[config.mk]
export PLATFORM = sky130hd
export DESIGN_NAME = arm_move_sequencer_flat
export DESIGN_NICKNAME = d
export VERILOG_FILES = /design/src/rtl/arm_move_sequencer_if.sv /design/src/rtl/arm_move_sequencer.sv /design/src/flat_wrapper.sv
export SDC_FILE = /design/constraint.sdc
export NUM_CORES = 1
export LEC_CHECK = 0
export CORE_MARGIN = 2
export CORE_UTILIZATION = 50
export CTS_CLUSTER_DIAMETER = 80
export CTS_CLUSTER_SIZE = 10
export DETAILED_ROUTE_END_ITERATION = 8
export PLACE_DENSITY = 0.79
export SLEW_MARGIN = 10
export SYNTH_ARGS = -nofsm -noshare
export SYNTH_HDL_FRONTEND = slang
export SYNTH_SLANG_ARGS = --single-unit
[constraint.sdc]
create_clock -name clk -period 4.4 [get_ports clk]
set_clock_uncertainty 0.15 [all_clocks]
set_input_delay 0.66 -clock clk [delete_from_list [all_inputs] [get_ports clk]]
set_output_delay 0.66 -clock clk [all_outputs]
set_load 0.05 [all_outputs]
[src/rtl/arm_move_sequencer_if.sv]
// rtl/arm_move_sequencer_if.sv - key, step and servo-move signal bundle for the arm move sequencer
interface arm_move_sequencer_if;
    logic       key_valid;
    logic [7:0] key_data;
    logic       step_tick;
    logic       move_ready;
    logic       move_valid;
    logic [7:0] pos_x;
    logic [7:0] pos_y;
    logic [7:0] tgt_x;
    logic [7:0] tgt_y;
    logic       busy;

    modport master (
        output key_valid, key_data, step_tick, move_ready,
        input  move_valid, pos_x, pos_y, tgt_x, tgt_y, busy
    );

    modport slave (
        input  key_valid, key_data, step_tick, move_ready,
        output move_valid, pos_x, pos_y, tgt_x, tgt_y, busy
    );
endinterface

[src/rtl/arm_move_sequencer.sv]
// rtl/arm_move_sequencer.sv - keyboard-driven arm target tracker issuing one-unit servo moves per step tick
module arm_move_sequencer #(
    parameter int X_MAX  = 4,
    parameter int Y_MAX  = 4,
    parameter int X_INIT = 2,
    parameter int Y_INIT = 4
) (
    input  logic clk,
    input  logic reset,
    arm_move_sequencer_if.slave bus
);
    localparam logic [7:0] XM     = 8'(X_MAX);
    localparam logic [7:0] YM     = 8'(Y_MAX);
    localparam logic [7:0] X_HOME = 8'(X_INIT);
    localparam logic [7:0] Y_HOME = 8'(Y_INIT);

    typedef enum logic [1:0] {IDLE, WAIT_TICK, ISSUE} state_t;

    state_t     state;
    logic [7:0] pos_x, pos_y, tgt_x, tgt_y;
    logic [7:0] tgt_x_nx, tgt_y_nx;
    logic       move_valid, busy;
    logic       at_tgt, at_tgt_nx;

    // Saturating key decode; the registered target only changes on a valid key.
    always_comb begin
        tgt_x_nx = tgt_x;
        tgt_y_nx = tgt_y;
        if (bus.key_valid) begin
            case (bus.key_data)
                8'h77: if (tgt_y < YM)   tgt_y_nx = tgt_y + 8'd1;
                8'h73: if (tgt_y > 8'd1) tgt_y_nx = tgt_y - 8'd1;
                8'h61: if (tgt_x < XM)   tgt_x_nx = tgt_x + 8'd1;
                8'h64: if (tgt_x > 8'd1) tgt_x_nx = tgt_x - 8'd1;
                8'h68: begin
                    tgt_x_nx = X_HOME;
                    tgt_y_nx = Y_HOME;
                end
                default: ;
            endcase
        end
    end

    assign at_tgt    = (pos_x == tgt_x)    && (pos_y == tgt_y);
    assign at_tgt_nx = (pos_x == tgt_x_nx) && (pos_y == tgt_y_nx);

    always_ff @(posedge clk) begin
        if (reset) begin
            state      <= IDLE;
            pos_x      <= X_HOME;
            pos_y      <= Y_HOME;
            tgt_x      <= X_HOME;
            tgt_y      <= Y_HOME;
            move_valid <= 1'b0;
            busy       <= 1'b0;
        end else begin
            tgt_x <= tgt_x_nx;
            tgt_y <= tgt_y_nx;
            case (state)
                IDLE: begin
                    if (!at_tgt) begin
                        state <= WAIT_TICK;
                        busy  <= 1'b1;
                    end
                end
                WAIT_TICK: begin
                    // A target that moved back onto pos needs no step at all.
                    if (at_tgt) begin
                        state <= IDLE;
                        busy  <= 1'b0;
                    end else if (bus.step_tick) begin
                        if (pos_x != tgt_x)
                            pos_x <= (tgt_x > pos_x) ? pos_x + 8'd1 : pos_x - 8'd1;
                        else
                            pos_y <= (tgt_y > pos_y) ? pos_y + 8'd1 : pos_y - 8'd1;
                        state      <= ISSUE;
                        move_valid <= 1'b1;
                    end
                end
                ISSUE: begin
                    if (bus.move_ready) begin
                        move_valid <= 1'b0;
                        if (at_tgt_nx) begin
                            state <= IDLE;
                            busy  <= 1'b0;
                        end else begin
                            state <= WAIT_TICK;
                        end
                    end
                end
                default: begin
                    state      <= IDLE;
                    move_valid <= 1'b0;
                    busy       <= 1'b0;
                end
            endcase
        end
    end

    assign bus.move_valid = move_valid;
    assign bus.busy       = busy;
    assign bus.pos_x      = pos_x;
    assign bus.pos_y      = pos_y;
    assign bus.tgt_x      = tgt_x;
    assign bus.tgt_y      = tgt_y;
endmodule

[src/flat_wrapper.sv]
// flat-port wrapper written by rule: the top's interface ports become plain ports
module arm_move_sequencer_flat 
#(
    parameter int X_MAX  = 4,
    parameter int Y_MAX  = 4,
    parameter int X_INIT = 2,
    parameter int Y_INIT = 4
)
  (clk, reset, bus_key_valid, bus_key_data, bus_step_tick, bus_move_ready, bus_move_valid, bus_pos_x, bus_pos_y, bus_tgt_x, bus_tgt_y, bus_busy);
  arm_move_sequencer_if bus_i ();
  input  logic clk;
  input  logic reset;
  input wire logic [$bits(bus_i.key_valid)-1:0] bus_key_valid;
  input wire logic [$bits(bus_i.key_data)-1:0] bus_key_data;
  input wire logic [$bits(bus_i.step_tick)-1:0] bus_step_tick;
  input wire logic [$bits(bus_i.move_ready)-1:0] bus_move_ready;
  output wire logic [$bits(bus_i.move_valid)-1:0] bus_move_valid;
  output wire logic [$bits(bus_i.pos_x)-1:0] bus_pos_x;
  output wire logic [$bits(bus_i.pos_y)-1:0] bus_pos_y;
  output wire logic [$bits(bus_i.tgt_x)-1:0] bus_tgt_x;
  output wire logic [$bits(bus_i.tgt_y)-1:0] bus_tgt_y;
  output wire logic [$bits(bus_i.busy)-1:0] bus_busy;
  assign bus_i.key_valid = bus_key_valid;
  assign bus_i.key_data = bus_key_data;
  assign bus_i.step_tick = bus_step_tick;
  assign bus_i.move_ready = bus_move_ready;
  assign bus_move_valid = bus_i.move_valid;
  assign bus_pos_x = bus_i.pos_x;
  assign bus_pos_y = bus_i.pos_y;
  assign bus_tgt_x = bus_i.tgt_x;
  assign bus_tgt_y = bus_i.tgt_y;
  assign bus_busy = bus_i.busy;
  arm_move_sequencer #(.X_MAX(X_MAX), .Y_MAX(Y_MAX), .X_INIT(X_INIT), .Y_INIT(Y_INIT)) u_core (.clk(clk), .reset(reset), .bus(bus_i));
endmodule
After elaboration in Yosys (flattened, before gate mapping)
Cells that the tools add are included.
- output and inout port bits: 34
- register bits after elaboration: 36
- bits in read-only memories: 0
- memory bits (writable): 0
- word-level logic and storage cells: 76
- memories: 0
- bits in latches: 0
- input bits: 13
- bitwise logic cells: 3
- add/sub/neg operators: 8
- reduce and logical (&&, ||, !) cells: 8
- shifts and indexed selects: 0
- muxes and demuxes: 25
- divide/modulo/power cells: 0
- $lt $le $gt $ge: 6
- $mul: 0
- eq/ne operators: 19
- operator list (cell ; count):
    $mux W8 ; 8
    $pmux W8 S3 ; 2
    $eq A8 B7 Y1 const B ; 5
    $add A8 B1 Y8 const B ; 4
    $eq A8 B8 Y1 ; 4
    $sub A8 B1 Y8 const B ; 4
    $gt A8 B1 Y1 const B ; 2
    $gt A8 B8 Y1 ; 2
    $lt A8 B3 Y1 const B ; 2
    $reduce_and A4 Y1 ; 4
    $mux W1 ; 8
    $mux W2 ; 4
    $ne A2 B2 Y1 const B ; 4
    $ne A8 B8 Y1 ; 1
    $pmux W1 S3 ; 2
    $pmux W2 S3 ; 1
    $ne A2 B1 Y1 const B ; 2
    $ne A3 B2 Y1 const B ; 1
    $not A1 Y1 ; 3
    $reduce_and A3 Y1 ; 1
    $eq A2 B1 Y1 const B ; 1
    $eq A2 B2 Y1 const B ; 1
    $logic_and A1 B1 Y1 ; 2
    $logic_not A2 Y1 ; 1

Logic depth before layout (Yosys ltp)
- depth after elaboration: 9
- gate-level depth with buffers: 18
- mapped depth without buffers: 18

Worst setup path after synthesis
Ideal clock, no wire load.
- path kind: reg-to-reg
- start: reg u_core.pos_y[1] (netlist: u_core.bus.pos_y[1])
- end: reg u_core.pos_y[7] (netlist: u_core.bus.pos_y[7])
- setup time: 0.070 ns
- required time: 4.180 ns
- cell stages (with the launch flop): 18
- buffers on the path: 0
- clock period less this slack: 3.777 ns
- path slack: 0.623 ns
- data arrival time: 3.557 ns
- path through: dfxtp_1 > inv_1 > ha_1 > nor2b_1 > o21a_1 > o21ai_0 > o2bb2ai_1 > o21ai_0 > nand2_1 > ha_1 > a21o_1 > a21oi_1 > nor2b_1 > o21a_1 > o41ai_1 > xor2_1 > or3_1 > a21oi_1
- word-level cells in the longest chain between the ends: 4
- elaborated cells on any way between the ends: 8
- those cells by class: 2 x add/sub; 1 x order compare; 1 x eq/ne; 1 x mux; 1 x bitwise; 2 x reduce/logical
- RTL lines (element ; line ; RTL):
    from (decl) ; arm_move_sequencer.sv:20 ; logic [7:0] pos_x, pos_y, tgt_x, tgt_y;
    from (signal assigned) ; arm_move_sequencer.sv:75 ; pos_y <= (tgt_y > pos_y) ? pos_y + 8'd1 : pos_y - 8'd1;
    branches (longest 4 deep; another with $sub A8 B1 Y8) ; -- ;
Parallel ways; which one is timed is not known.
A chain may end at the register's enable or synchronous reset.

Worst setup path after layout
- start: reg u_core.pos_x[1] (netlist: u_core.bus.pos_x[1])
- end: reg u_core.pos_x[7] (netlist: u_core.bus.pos_x[7])
- word-level cells in the longest chain between the ends: 4
- elaborated cells on any way between the ends: 9
- those cells by class: 2 x add/sub; 1 x order compare; 2 x eq/ne; 1 x mux; 1 x bitwise; 2 x reduce/logical
- RTL lines (element ; line ; RTL):
    from (decl) ; arm_move_sequencer.sv:20 ;
    from (signal assigned) ; arm_move_sequencer.sv:73 ; pos_x <= (tgt_x > pos_x) ? pos_x + 8'd1 : pos_x - 8'd1;
    branches (longest 4 deep; another with $sub A8 B1 Y8) ; -- ;
Parallel ways; which one is timed is not known.

==> impl_metrics.csv <==
group,metric,value,unit
clocking,cts_inserted_buffers,5,
routing,vias,3111,
clocking,cts_tree,"done",
final_layout,seqCellArea,720.7,um^2
synthesis,ys_warn_count,0,
power_and_ir_drop,leakage,1.473,nW
die,rows,29,
job,max-cap-violations,0,
sta,tightestPinTransition,0.7046,ns
clocking,clock_latency,0.28,ns
final_layout,areaGrowthSynthToFinish,18.28,%
worst_setup_path,crit_top_cell,"a21oi_1",
worst_setup_path,end_kind,"flip-flop",
sta,min_period_over_period,87.54,%
final_layout,multi_input_area,2340,um^2
final_layout,final_cells,523,
clocking,cts_sinks,36,
synthesis,avgSynthCellArea,7.875,um^2
power_and_ir_drop,powerDensity,157.0,nW/um^2
place,dp_hpwl,6083,um
sta,hold_viol,0,
routing,drt-initial-drc-count,109,
routing,dr.pass1.iters,5,
final_layout,fin_area,3772,um^2
routing,wire_per_inst,14.82,um
synthesis,synth-async-reset-ratio,0,%
grt,grt_max_degree,22,
synthesis,syn_area,3189,um^2
final_layout,drive_gt1_share,3.812,%
synthesis,synth_edf_count,0,
clocking,cts_resized,0,
worst_setup_path,cp_cell_sequence,"inv_1, ha_1, nor2b_1, o21ai_0, nand2b_1, a21oi_1, o21ai_0, nand2_1, ha_1, a21o_1, a21oi_1, nor2b_1, o21a_1, nor4_1, nor3_1, xor2_1, or3_1, a21oi_1",
synthesis,synth-simple-area-share,29.93,%
worst_setup_path,cp-start-kind,"flip-flop",
synthesis,synth.area.mux_share,0.9415,%
place,gp_congestion,0.9166,
synthesis,synthAdderAreaFrac,14.59,%
power_and_ir_drop,ir_worst_vdd,0.0001332,V
synthesis,synth_cell_type_count,64,
place,dpl-instance-area,3704,um^2
routing,wl,7751,um
die,start_util,51.10,%
routing,drtAntennaViolNets,0,
routing,drc,0,
sta,drv_slew,0,
die,die_x,83.87,um
die,dieArea,7033,um^2
worst_setup_path,arrival,3.92,ns
sta,finalCriticalPeriod,3.852,ns
synthesis,synth_compound_area_share,20.75,%
worst_setup_path,cp.required,4.47,ns
synthesis,syn_inst,405,
clocking,post_cts_buffers,0,
power_and_ir_drop,power,592.2,uW
sta,slew_headroom,52.88,%
sta,max_freq,259.6,MHz
synthesis,synth_top_family_by_area,"simple AND/OR/NAND/NOR gates",
die,die_h,83.87,um
clocking,cts_hold_buf,0,
clocking,clk_path_buf_depth,2,
place,dp_cells,518,
worst_setup_path,cp_slowest_cell,"dfxtp_1",
sta,worst_slack,0.5482,ns
min_path,hold_path_depth,2,
routing,viasPerCell,5.948,
place,dpl_worst_slack,0.3806,ns
worst_setup_path,slowest_delay,0.47,ns
final_layout,nets,497,
die,io-pin-count,47,
sta,setup_viol,0,
synthesis,synth_seq_area_share,22.60,%
worst_setup_path,reg2regPathDepth,18,
worst_setup_path,cp_max_fo,7,
synthesis,syn_nets,454,
sta,tns,0,ns
place,port-buffer-count,46,
final_layout,num_antenna_cells,0,
clocking,htree_levels,2,
grt,grt.total_usage,22.09,%
grt,grt_overflow,0,
grt,antenna_found_initial,0,
grt,grt_pass1_wl,13100,um
synthesis,synth-xor-area-share,7.140,%
clocking,clockRootBuffer,"clkbuf_8",
clocking,clk_pin_slew,0.07,ns
die,core_area,6241,um^2
final_layout,nFillCells,566,
sta,rsz0062_at_grt,"false",
grt,grt_pass1_vias,2899,
worst_setup_path,path_class,"flip-flop to flip-flop",
synthesis,ys_seq_elements,36,
status,status,"completed",
synthesis,synth_flop_cell,"dfxtp_1",
min_path,hold_path_class,"flip-flop to flip-flop",
## final timing paths
check	startpoint	to	slack, ns
max	u_core.bus.pos_x[1]$_SDFFE_PP1P_	u_core.bus.pos_x[7]$_SDFFE_PP0P_	0.55
min	u_core.bus.move_valid$_SDFFE_PP0P_	u_core.bus.move_valid$_SDFFE_PP0P_	0.37
max reg2reg	u_core.bus.pos_x[1]$_SDFFE_PP1P_	u_core.bus.pos_x[7]$_SDFFE_PP0P_	0.55
min reg2reg	u_core.bus.move_valid$_SDFFE_PP0P_	u_core.bus.move_valid$_SDFFE_PP0P_	0.37
## registers in the layout (all words and copies together) (netlist names)
register,flops
u_core.bus.tgt_y,8
u_core.bus.tgt_x,8
u_core.bus.pos_y,8
u_core.bus.busy,1
u_core.bus.move_valid,1
u_core.bus.pos_x,8
u_core.state,2
## Yosys cell counts (3+ instances only)
cell type,n,share of area [%]
o22ai_1,3,0.59
or2_2,3,0.59
clkbuf_1,8,0.94
o31ai_1,3,0.71
dfxtp_1,36,23
nor3b_1,5,1.2
o21a_1,5,1.2
or3_1,10,2.0
inv_1,21,2.5
and4b_1,3,0.94
xnor2_1,14,3.8
nand3_1,5,0.78
nand2b_1,5,0.98
mux2i_1,3,0.94
ha_1,34,13
nor2b_1,19,3.7
and2_1,3,0.59
a21o_1,10,2.4
nor2_1,54,6.4
xor2_1,12,3.3
nor3_1,15,2.4
nor4_1,6,1.2
a21oi_1,34,5.3
nand2_1,19,2.2
nand4_1,7,1.4
o21ai_0,16,2.5
## report_power, final
part	switching, mW	internal (mW)	total [mW]
Sequential	0.000827	0.326	0.327
Clock	0.107	0.102	0.209
Combinational	0.0316	0.0243	0.0559
Total	0.140	0.453	0.592
## routing by layer
metal | wire, um | global-route usage (%) | up-vias
li1 | - | - | 1561
met2 | 3613 | 37.67 | 78
met5 | 0 | 0 | -
met4 | 141 | 6.305 | 0
met3 | 284 | 2.868 | 14
met1 | 3711 | 29.21 | 1458
## cell families after synthesis
logic type	Yosys count
AND/OR/NAND/NOR	174
AO/OA/AOI/OAI	98
adder cells (fa/ha/maj)	36
flip-flops	36
buffers and inverters	32
XOR/XNOR	26
multiplexers	3
## cell usage in the layout, fill, tap and decap left out, types with 3 or more instances in the layout
cell type         n
a21o_1           10
a21oi_1          34
and2_1            3
and4b_1           3
clkbuf_8          5
clkdlybuf4s50_1  46
dfxtp_1          36
ha_1             34
inv_1            21
mux2i_1           3
nand2_1          19
nand2b_1          5
nand3_1           5
nand4_1           7
nor2_1           54
nor2b_1          19
nor3_1           15
nor3b_1           5
nor4_1            6
o21a_1            5
o21ai_0          16
o22ai_1           3
o31ai_1           3
or2_2             3
or3_1            10
xnor2_1          14
xor2_1           12
## final cells by class
class / instances / area share [%]
multi-input combinational: 337 / 62.02
inverter: 21 / 2.090
tap: 77 / 2.554
clock buffer: 5 / 1.824
sequential: 36 / 19.10
timing repair buffer: 47 / 12.40
## through the flow
step           util, %  hold WS, ns
3_5_place_dp     59.34       0.3581
3_3_place_gp     59.34       0.3446
6_report         60.45       0.3730
4_1_cts          60.45       0.3732
2_1_floorplan        -       0.3973
5_1_grt          60.45       0.4049
## worst max-delay path, delay by kind of cell (launching register included)
family | cells | cell delay, ns
simple gates | 7 | 1.16
fa+ha+maj | 2 | 0.66
compound gates | 7 | 1.08
xor+xnor | 1 | 0.15
flops | 1 | 0.47
buf+inv | 1 | 0.11
(Power assumes the default switching activity.)
